File: src/rtl/mux81_scan_seq.sv
// mux81_scan_seq: round-robin scan sequencer for the 8:1 8-bit mux.
// Walks the registered select through every enabled channel in ascending
// order, captures each mux output and hands it downstream over valid/ready.
// A modulo-256 checksum of the scan is reported with a one-cycle done pulse.
module mux81_scan_seq #(
   parameter int WIDTH = 8,
   parameter int NCH   = 8
) (
   input  logic             clk,
   input  logic             rst_n,
   input  logic             start,
   input  logic [NCH-1:0]   mask,
   output logic [2:0]       sel,
   input  logic [WIDTH-1:0] mux_out,
   output logic [WIDTH-1:0] data_out,
   output logic [2:0]       ch_out,
   output logic             out_valid,
   input  logic             out_ready,
   output logic             busy,
   output logic             done,
   output logic [WIDTH-1:0] checksum
);

   typedef enum logic [1:0] {
      IDLE,
      SETTLE,
      HOLD,
      FINISH
   } state_t;

   state_t           state;
   state_t           state_nxt;

   logic [NCH-1:0]   mask_q;
   logic [WIDTH-1:0] acc;

   // Next-value signals for every registered output and internal register.
   logic [2:0]       sel_d;
   logic [NCH-1:0]   mask_d;
   logic [WIDTH-1:0] acc_d;
   logic [WIDTH-1:0] data_d;
   logic [2:0]       ch_d;
   logic             valid_d;
   logic             busy_d;
   logic             done_d;
   logic [WIDTH-1:0] checksum_d;

   // Channel search results.
   logic [2:0]       low_ch;
   logic             low_found;
   logic [2:0]       next_ch;
   logic             next_found;
   logic [2:0]       bit_idx;

   logic             accept;
   logic             handshake;

   // IDLE refuses start during the done cycle: busy is still high there,
   // so a new scan can only begin once busy has dropped.
   assign accept    = (state == IDLE) && start && !done;
   assign handshake = out_valid && out_ready;

   // Find the lowest set bit of the incoming mask and the lowest latched
   // channel above the current select; descending loops leave the lowest hit.
   always_comb begin
      low_ch     = '0;
      low_found  = 1'b0;
      next_ch    = '0;
      next_found = 1'b0;
      bit_idx    = '0;
      for (int unsigned i = NCH; i > 0; i--) begin
         bit_idx = 3'(i - 1);
         if (mask[bit_idx]) begin
            low_ch    = bit_idx;
            low_found = 1'b1;
         end
      end
      for (int unsigned i = NCH; i > 0; i--) begin
         bit_idx = 3'(i - 1);
         if (mask_q[bit_idx] && (bit_idx > sel)) begin
            next_ch    = bit_idx;
            next_found = 1'b1;
         end
      end
   end

   // State register.
   always_ff @(posedge clk) begin
      if (!rst_n) begin
         state <= IDLE;
      end else begin
         state <= state_nxt;
      end
   end

   // Next-state logic.
   always_comb begin
      state_nxt = state;
      case (state)
         IDLE: begin
            if (accept) begin
               state_nxt = low_found ? SETTLE : FINISH;
            end
         end
         SETTLE: begin
            state_nxt = HOLD;
         end
         HOLD: begin
            if (handshake) begin
               state_nxt = next_found ? SETTLE : FINISH;
            end
         end
         FINISH: begin
            state_nxt = IDLE;
         end
         default: begin
            state_nxt = IDLE;
         end
      endcase
   end

   // Output/datapath next values; all outputs are registered below so no
   // input reaches an output combinationally.
   always_comb begin
      sel_d      = sel;
      mask_d     = mask_q;
      acc_d      = acc;
      data_d     = data_out;
      ch_d       = ch_out;
      valid_d    = out_valid;
      checksum_d = checksum;
      done_d     = 1'b0;
      busy_d     = busy;

      if (accept) begin
         busy_d = 1'b1;
      end else if (done) begin
         busy_d = 1'b0;
      end

      case (state)
         IDLE: begin
            if (accept) begin
               mask_d = mask;
               acc_d  = '0;
               if (low_found) begin
                  sel_d = low_ch;
               end
            end
         end
         SETTLE: begin
            data_d  = mux_out;
            ch_d    = sel;
            acc_d   = acc + mux_out;
            valid_d = 1'b1;
         end
         HOLD: begin
            if (handshake) begin
               valid_d = 1'b0;
               if (next_found) begin
                  sel_d = next_ch;
               end
            end
         end
         FINISH: begin
            checksum_d = acc;
            done_d     = 1'b1;
         end
         default: begin
         end
      endcase
   end

   // Output and datapath registers.
   always_ff @(posedge clk) begin
      if (!rst_n) begin
         sel       <= '0;
         mask_q    <= '0;
         acc       <= '0;
         data_out  <= '0;
         ch_out    <= '0;
         out_valid <= 1'b0;
         busy      <= 1'b0;
         done      <= 1'b0;
         checksum  <= '0;
      end else begin
         sel       <= sel_d;
         mask_q    <= mask_d;
         acc       <= acc_d;
         data_out  <= data_d;
         ch_out    <= ch_d;
         out_valid <= valid_d;
         busy      <= busy_d;
         done      <= done_d;
         checksum  <= checksum_d;
      end
   end

endmodule
File: config.mk
export PLATFORM = sky130hd
export DESIGN_NAME = mux81_scan_seq
export DESIGN_NICKNAME = d
export VERILOG_FILES = /design/src/rtl/mux81_scan_seq.sv
export SDC_FILE = /design/constraint.sdc
export NUM_CORES = 1
export LEC_CHECK = 0
export CELL_PAD_IN_SITES_DETAIL_PLACEMENT = 2
export CELL_PAD_IN_SITES_GLOBAL_PLACEMENT = 2
export CORE_ASPECT_RATIO = 1.2
export CORE_MARGIN = 2
export CORE_UTILIZATION = 29
export CTS_CLUSTER_DIAMETER = 30
export DETAILED_ROUTE_END_ITERATION = 8
export PLACE_DENSITY = 0.78
export SYNTH_ARGS = -nofsm -noshare
export SYNTH_HDL_FRONTEND = slang
export SYNTH_SLANG_ARGS = --single-unit
File: constraint.sdc
create_clock -name clk -period 2.1 [get_ports clk]
set_clock_uncertainty 0.05 [all_clocks]
set_input_delay 0.42 -clock clk [delete_from_list [all_inputs] [get_ports clk]]
set_output_delay 0.42 -clock clk [all_outputs]
set_load 0.02 [all_outputs]
==> metrics.csv <==
stage,metric,value,unit
cts,clk slew on worst S/H paths,0.08,ns
die,IO Pins,45,
cts,clk_lat worst skew,0.30,ns
grt,global-route wire length before repair,11800,microns
synthesis,"EDFF count, synth",0,
synthesis,Mapped Cells,269,
finish,"commonest cells after routing, fill and taps aside","57 x nand2_1, 47 x a21oi_1, 43 x clkdlybuf4s50_1",
grt,initial antenna violation count,0,
worst_setup_path,CP endpoint kind,output port,
finish,Layout area overhead,39.8,%
placement,DP Area,2820,sq um
finish,multi-input logic area,1190,sq um
worst_setup_path,FF-to-FF setup slack,0.07,ns
worst_setup_path,reg-to-reg critical path endpoint,sel[1],
finish,layout cell share with drive strength beyond 1,15.8,%
worst_setup_path,Worst R2R Start,sel[2],
detailed_routing,DR pass1 iterations,4,
worst_setup_path,critical-path cell list,"buf_4, clkdlybuf4s50_1",
pwr,P_leak,0.00111,uW
cts,clock root buffer,clkbuf_8,
die,CORE AREA,7150,sq um
detailed_routing,drt drc,0,
hold_path,depth of the worst hold-timing path,3,
placement,Post-DP HPWL,5300,microns
synthesis,Post-Syn Area per Cell,7.87,sq um
sta,Final Cycle Share,96.4,%
finish,final non-filler cell area,2960,sq um
detailed_routing,via count,2191,
synthesis,Synth top area share,39.7,%
sta,Slew Limit Headroom,75.6,%
sta,worst slew pin tran,0.363,ns
job,max-cap violations,0,
worst_setup_path,"Max FO, Critical Path",8,
die,Placement Rows,34,
worst_setup_path,Crit-path slowest cell,clkdlybuf4s50_1,
die,Die X,82.0,microns
worst_setup_path,WP data arrival,1.56,ns
synthesis,YS warnings,0,
detailed_routing,DRT iter0 DRCs,65,
placement,Cell Count Post-Placement,416,
die,die area,8000,sq um
placement,Buffers on Ports,44,
pwr,maximum VDD drop,0.271,mV
grt,vias in the first global route,2402,
finish,utilization after layout,41.4,%
die,die span in y,97.6,microns
hold_path,Hold Crit Start,mux_out[0],
worst_setup_path,"Req. time, crit path",1.63,ns
detailed_routing,ANT nets after route,0,
synthesis,most common flop cell mapped by yosys,dfxtp_1,
placement,Final Wtd Congestion,0.810,
sta,Max Slew Vio Count,0,
synthesis,count of cell types in the netlist,47,
status,status,completed,
cts,H-Tree Depth,2,
pwr,Power Density,662,nW/um^2
cts,clk sink count,42,
worst_setup_path,Worst R2R Path Depth,5,
cts,maximum clock path buffer count,2,
sta,Setup TNS Final,0,ns
detailed_routing,WL/cell,16.6,microns
worst_setup_path,CP max stage delay,0.59,ns
worst_setup_path,kind of critical path,flip-flop to output port,
worst_setup_path,crit path from,sel[2],
synthesis,fraction of registers with async set/reset,0,%
finish,"commonest non-fill, non-tap cell in the layout",nand2_1,
finish,number of fill cells in the layout,828,
synthesis,post-synthesis sequential area ratio,39.7,%
sta,final hold viol count,0,
worst_setup_path,Startpoint Class,flip-flop,
finish,storage element area,842,sq um
hold_path,Worst Hold Path EP,data_out[0],
synthesis,syn nets,297,
finish,Non-Filler Instances,426,
grt,total track usage,19.0,%
grt,pin count of the biggest net entering global routing,39,
finish,nets@finish,363,
synthesis,largest area contributor in the netlist,dfxtp_1,
synthesis,Mapped Area,2120,sq um
cts,cts bufs inserted,5,
sta,Max Freq,494,MHz
die,Initial Utilization,29.6,%
detailed_routing,post-detailed-route via-to-cell ratio,5.14,
cts,CTS tree,yes,
pwr,Tot Pwr,1960,uW
synthesis,top post-synthesis cells by area,"dfxtp_1 40%, a21oi_1 11%, nand2_1 10%",
detailed_routing,Routed WL,7080,microns
synthesis,flop and latch count out of synthesis,42,
finish,ant diodes,0,
sta,Setup Viol. Count Final,0,
hold_path,HP Class,input port to flip-flop,
sta,crit path time final,2.03,ns
grt,total gr overflow,0,
power by group:
part	switching (uW)	internal [uW]
Clock	288	265
Combinational	263	242
Sequential	55.3	844
Total	606	1350
worst max-delay path by stage:
stage / to / slack [ns] / cells after the start
floorplan: sel[1] / 0.09 / 6
global placement: acc[6] / -0.28 / 8
detailed placement: acc[6] / -0.37 / 8
CTS: acc[6] / 0.02 / 8
global route: sel[1] / -0.06 / 5
finish: sel[2] / 0.07 / 2
metrics by stage:
step	worst slack (ns)	hold slack, ns
6_report	0.0749	0.396
5_1_grt	-0.0566	0.405
4_1_cts	0.0212	0.419
3_5_place_dp	-0.373	0.405
3_3_place_gp	-0.283	0.395
2_1_floorplan	0.0860	0.382
synth_stat cells, types with 2 or more instances:
library cell	number
xor2_1	2
inv_1	6
nand3_1	16
nor4_1	2
a21oi_1	48
and2_1	2
o21ai_0	10
nor2b_1	6
o211ai_1	5
nand2_1	57
ha_1	7
a21o_1	3
buf_6	3
buf_2	2
clkbuf_1	11
or4b_4	2
nand4_1	2
nor3_1	3
dfxtp_1	42
nand2b_1	3
nor4b_1	2
nor2_1	9
xnor2_1	2
sequential cells by signal, summed over array words and instances, names as in the netlist, 2 cells and up:
name and cells:
acc 8, state 2, checksum 8, sel 3
mask_q 7, ch_out 3, data_out 8
repair_timing:
item,4_1_cts,5_1_grt
setup endpoints to repair,2,9
pin swaps,0,5
hold buffers,0,0
setup buffers,0,2
cloned,0,0
gates resized for setup,2,6
worst max-delay path: cells and delay by family, from the launching register on:
| family | cells | cell delay (ns) |
|---|---|---|
| buffers and inverters | 2 | 0.77 |
| DFF | 1 | 0.49 |
kinds of logic after synthesis:
| kind of cell | share of synthesized area [%] |
|---|---|
| flip-flops | 39.7 |
| AND/OR/NAND/NOR | 25.6 |
| multiplexers | 0.532 |
| buffers and inverters | 5.26 |
| adder cells (fa/ha/maj) | 5.09 |
| XOR/XNOR | 1.66 |
| AO/OA/AOI/OAI | 22.1 |
cell type report:
| class | count | area share [%] |
|---|---|---|
| clock inverter | 2 | 0.423 |
| tap | 90 | 3.81 |
| clock buffer | 6 | 2.79 |
| inverter | 6 | 0.761 |
| sequential | 42 | 28.5 |
| timing repair buffer | 76 | 23.5 |
| multi-input combinational | 204 | 40.2 |
layer usage:
metal  global-route usage, %  share of wire (%)
met5                       0                  0
met4                    5.13                1.3
met3                    2.97                2.5
met2                    36.5                 57
met1                    20.5                 39
No activity file was read; power rests on OpenSTA's default activity.
==> RTL edit 1: new RTL, same flow settings <==
Take the reset off `data_out` and `checksum` and load them in a clocked block of their own.
--- a/src/rtl/mux81_scan_seq.sv
+++ b/src/rtl/mux81_scan_seq.sv
@@ -177,23 +177,24 @@
          sel       <= '0;
          mask_q    <= '0;
          acc       <= '0;
-         data_out  <= '0;
          ch_out    <= '0;
          out_valid <= 1'b0;
          busy      <= 1'b0;
          done      <= 1'b0;
-         checksum  <= '0;
       end else begin
          sel       <= sel_d;
          mask_q    <= mask_d;
          acc       <= acc_d;
-         data_out  <= data_d;
          ch_out    <= ch_d;
          out_valid <= valid_d;
          busy      <= busy_d;
          done      <= done_d;
-         checksum  <= checksum_d;
-      end
+      end
+   end
+
+   always_ff @(posedge clk) begin
+      data_out <= data_d;
+      checksum <= checksum_d;
    end
 
 endmodule
Behaviour: differs if rst_n is asserted again (counterexample within 4 cycles, from zero or initial values and one cycle with rst_n low); with rst_n held inactive, the same outputs for 10 cycles.
==> RTL edit 1 against the original RTL <==
  * Cell area down 1.8%
  * Area after synthesis decreased by 6.7%
  * Largest cell class is now registers
  * Routed wire length is 15% lower
  * Synthesized cell count fell by 23%
  * Setup slack improved by 0.028 ns
  * Die area down 6.4%
  * Combinational power down 10%
  * Maximum frequency increased by 1.4%
  * Worst hold slack worse by 0.060 ns
  * Final cell count down 15%
  * Sequential cell count unchanged
  * Power rose by 11%
==> RTL edit 1: results (changes against the original RTL) <==
Routing:
- The total detailed-routing wirelength is 6020 µm (was 7080 µm).
- The number of DRC markers in iteration 0 is 33 (was 65).
- The total via count after detailed routing was 1816 (was 2191).
- The ratio of routed vias to standard cells is 4.99 (was 5.14).

Logic synthesis:
- The post-synthesis sequential area ratio was 0.507 (was 0.397).
- The synthesized instance count is 207 (was 269).
- The number of enable-type register cells in the synthesized netlist is 16 (was 0).
- The count of different cell masters after synthesis is 45 (was 47).
- Most numerous cell types in the synthesized netlist: 33 x sky130_fd_sc_hd__nand2_1, 29 x sky130_fd_sc_hd__a21oi_1, 26 x sky130_fd_sc_hd__dfxtp_1, 16 x sky130_fd_sc_hd__edfxtp_1, 9 x sky130_fd_sc_hd__nand3_1 (was 57 x sky130_fd_sc_hd__nand2_1, 48 x sky130_fd_sc_hd__a21oi_1, 42 x sky130_fd_sc_hd__dfxtp_1, 16 x sky130_fd_sc_hd__nand3_1, 11 x sky130_fd_sc_hd__clkbuf_1).

Setup path:
- The highest cell delay on the worst timing path is 0.44 ns (was 0.59 ns).
- The signal arrival time at the worst endpoint is 2.17 ns (was 1.56 ns).
- The end of the worst register-to-register path is acc[6] (was sel[1]).
- The worst flop-to-flop path startpoint is acc[0] (was sel[2]).
- The slack of the worst reg-to-reg path is 0.23 ns (was 0.07 ns).
- The highest fanout seen on the critical path is 4 (was 8).
- The number of cells on the worst reg-to-reg path is 7 (was 5).
- The cell class contributing the biggest share of worst-path delay is compound AO/OA/AOI/OAI gates (was buffers and inverters).

Global route:
- The via count of the first global-routing pass is 1954 (was 2402).
- The maximum number of pins on one net before global-route repair is 15 (was 39).
- The global-route wire length before repair came to 9590 µm (was 11800 µm).

Placement:
- The final weighted congestion in routability-driven placement was 0.803 (was 0.810).
- The pre-CTS setup slack came to -0.506 ns (was -0.373 ns).
- The placed wire-length estimate after detailed placement is 4540 µm (was 5300 µm).
- The count of placed standard cells including taps was 355 (was 416).
- The cell area after placement is 2690 µm² (was 2820 µm²).

Power:
- The largest vdd supply drop was 0.247 mV (was 0.271 mV).
- The leakage power summed over all cells was 1.15 nW (was 1.11 nW).

Timing:
- The worst relative slew slack is 0.723 (was 0.756).

Outcome:
- Outcome: complete, no violations (unchanged).

Finish:
- The net count of the finished layout was 306 (was 363).

Hold path:
- The hold path endpoint is data_out[0] (unchanged).
## RTL edit 1: cell count changes after synthesis, sizes merged, moves of 7 or more
cell | before | now
edfxtp | 0 | 16
nand2 | 57 | 33
a21oi | 48 | 29
dfxtp | 42 | 26
nand3 | 16 | 9
clkbuf | 11 | 4
## RTL edit 1: per-layer routing
| layer | vias up | part of all wire | track usage |
|---|---|---|---|
| met4 | 0 | 0.0098 | 0.0431 |
| met1 | 883 | 0.39 | 0.166 |
| met2 | 38 | 0.57 | 0.347 |
| li1 | 890 | - | - |
| met5 | - | 0 | 0 |
| met3 | 5 | 0.027 | 0.0306 |
## RTL edit 1: per-stage QoR
step	total power [W]	TNS [ns]	hold WS, ns
global route	0.00228	0	0.327
floorplan	0.00118	0	0.371
global placement	0.00138	-1.56	0.393
finish	0.00217	0	0.337
CTS	0.00220	0	0.422
detailed placement	0.00140	-2.35	0.410
## RTL edit 1: how the worst max path moves through the flow
stage,slack [ns],cells after the start,to,startpoint
after floorplan,0.16,7,acc[6],mux_out[0]
after global placement,-0.35,8,acc[6],mux_out[0]
after detailed placement,-0.51,8,acc[7],mux_out[0]
after CTS,0.002,7,acc[7],mux_out[2]
after global routing,0.03,7,acc[7],mux_out[2]
final,0.10,7,acc[7],mux_out[2]
## RTL edit 1: final cells by class
class                   instances  area [µm²]
clock buffers                   5        68.8
clock inverters                 3        68.8
fillers                       703        3620
inverters                       5        18.8
multi-input cells             153         987
flip-flops and latches         42        1000
well taps                      85         106
repair buffers                 71         653
## RTL edit 1: worst reg2reg max path: cells and delay by family, from the launching register on
kind / cells / cell delay [ns]
AO/OA/AOI/OAI: 4 / 0.69
XOR/XNOR: 1 / 0.15
flip-flops: 1 / 0.35
adder cells (fa/ha/maj): 2 / 0.55
## RTL edit 1: where the power goes
| part | internal [W] | switching [W] | leakage, nW |
|---|---|---|---|
| Clock | 0.000477 | 0.000294 | 0.0683 |
| Sequential | 0.000896 | 0.0000500 | 0.366 |
| Combinational | 0.000220 | 0.000233 | 0.718 |
| Total | 0.00159 | 0.000577 | 1.15 |
## RTL edit 1: cell families after synthesis
group                      synth area share
buffers and inverters                0.0241
and+or+nand+nor                       0.195
muxes                                0.0101
adders and majority gates            0.0545
xor gates and xnor gates             0.0133
AOI/OAI and AO/OA                     0.195
DFF                                   0.507
## RTL edit 1: what timing repair did
| item | CTS | global route |
|---|---|---|
| buffers inserted | 0 | 1 |
| resized for setup | 8 | 10 |
| pin swaps | 0 | 3 |
| endpoints found under the setup margin | 4 | 7 |
==> RTL edit 2: new RTL, same flow settings <==
Made on the original files. Set the parameter `WIDTH` to 10 (it was 8).
--- a/src/rtl/mux81_scan_seq.sv
+++ b/src/rtl/mux81_scan_seq.sv
@@ -3,7 +3,7 @@
 // order, captures each mux output and hands it downstream over valid/ready.
 // A modulo-256 checksum of the scan is reported with a one-cycle done pulse.
 module mux81_scan_seq #(
-   parameter int WIDTH = 8,
+   parameter int WIDTH = 10,
    parameter int NCH   = 8
 ) (
    input  logic             clk,
Ports: changed (resized checksum, data_out and mux_out); port bits go from 45 to 51. The function was not compared with the original's and may differ.
==> RTL edit 2 against the original RTL <==
  * Routed wire length grew 5.4%
  * Cell area grew 16%
  * Critical path type unchanged
  * Area after synthesis grew 19%
  * First-iteration DRC count shrank 38%
  * Combinational power shrank 3%
  * Maximum frequency grew 0.68%
  * Register-to-register slack gained 0.04 ns
  * Critical endpoint unchanged
  * Power grew 6.3%
  * Clock power grew 5.4%
  * Largest cell class unchanged
  * Setup slack gained 0.014 ns
  * Global-route usage shrank 2.2 points
  * Count of clock-buffer cells in the layout is the same
  * Sequential cell count grew 6
  * Via count grew 7.2%
==> RTL edit 2: results (changes against the original RTL) <==
Finish:
- The net count of the finished layout is 402 (was 363).
- The total number of multi-input combinational cells is 230 (was 204).
- The fraction of layout instances using a drive strength above 1 is 0.151 (was 0.158).
- The number of filler cells placed in the layout is 981 (was 828).
- The non-clock inverter total of the final layout came to 9 (was 6).
- The number of sequential cells in the layout is 48 (was 42).
- The sequential cell area in the final layout was 962 µm² (was 842 µm²).

Timing:
- The hold slack is 0.408 ns (was 0.396 ns).
- The minimum setup slack in the final design came to 0.0886 ns (was 0.0749 ns).

Setup path:
- The signal arrival time at the worst endpoint is 1.54 ns (was 1.56 ns).
- The worst flop-to-flop path startpoint was acc[0] (was sel[2]).
- The number of cells on the worst reg-to-reg path is 10 (was 5).
- The highest cell delay on the worst timing path is 0.68 ns (was 0.59 ns).

Routing:
- The ratio of routed vias to standard cells is 4.81 (was 5.14).
- The total detailed-routing wirelength was 7460 µm (was 7080 µm).

Global route:
- The maximum number of pins on one net before global-route repair is 51 (was 39).
- The global-route wire length before repair is 12400 µm (was 11800 µm).

Logic synthesis:
- Top area cells in the synthesized netlist: sky130_fd_sc_hd__dfxtp_1 38%, sky130_fd_sc_hd__nand2_1 11%, sky130_fd_sc_hd__a21boi_0 7.5%, sky130_fd_sc_hd__ha_1 4.5%, sky130_fd_sc_hd__a21boi_1 2.1% (was sky130_fd_sc_hd__dfxtp_1 40%, sky130_fd_sc_hd__a21oi_1 11%, sky130_fd_sc_hd__nand2_1 10%, sky130_fd_sc_hd__ha_1 4.1%, sky130_fd_sc_hd__nand3_1 3.8%).
- The net count after synthesis is 335 (was 297).
- Most numerous cell types in the synthesized netlist: 76 x sky130_fd_sc_hd__nand2_1, 48 x sky130_fd_sc_hd__dfxtp_1, 25 x sky130_fd_sc_hd__a21boi_0, 10 x sky130_fd_sc_hd__a21oi_1 (was 57 x sky130_fd_sc_hd__nand2_1, 48 x sky130_fd_sc_hd__a21oi_1, 42 x sky130_fd_sc_hd__dfxtp_1, 16 x sky130_fd_sc_hd__nand3_1, 11 x sky130_fd_sc_hd__clkbuf_1).
- The synthesized instance count is 303 (was 269).
- The post-synthesis instance area came to 2520 µm² (was 2120 µm²).

Outcome:
- Outcome: complete, no violations (unchanged).

Power:
- The leakage power summed over all cells is 1.34 nW (was 1.11 nW).
- The power share of the clock group is 0.280 (was 0.282).

Placement:
- The pre-CTS setup slack is -0.558 ns (was -0.373 ns).

Hold path:
- The origin of the worst min-delay path is mask_q[3] (was mux_out[0]).
==> RTL edit 2: cell types whose count changed after synthesis, sizes merged, moves of 6 or more <==
cell | before | now
nand2 | 57 | 76
dfxtp | 42 | 48
a21boi | 0 | 32
a21oi | 48 | 11
nand3 | 16 | 8
==> RTL edit 2: repair_timing <==
| item | CTS | global route |
|---|---|---|
| pin swaps | 7 | 6 |
| resized for setup | 8 | 7 |
| endpoints found under the setup margin | 5 | 3 |
| setup buffers | 1 | 2 |
==> RTL edit 2: cell families (layout without fill, tap and decap cells) <==
| logic type | count (synthesis) | in the layout | share of synthesized area |
|---|---|---|---|
| mux | 2 | 2 | 0.00795 |
| compound gates | 83 | 83 | 0.247 |
| simple gates | 128 | 128 | 0.235 |
| buf+inv | 25 | 93 | 0.0507 |
| xor+xnor | 7 | 7 | 0.0243 |
| flops | 48 | 48 | 0.382 |
| fa+ha+maj | 10 | 10 | 0.0527 |
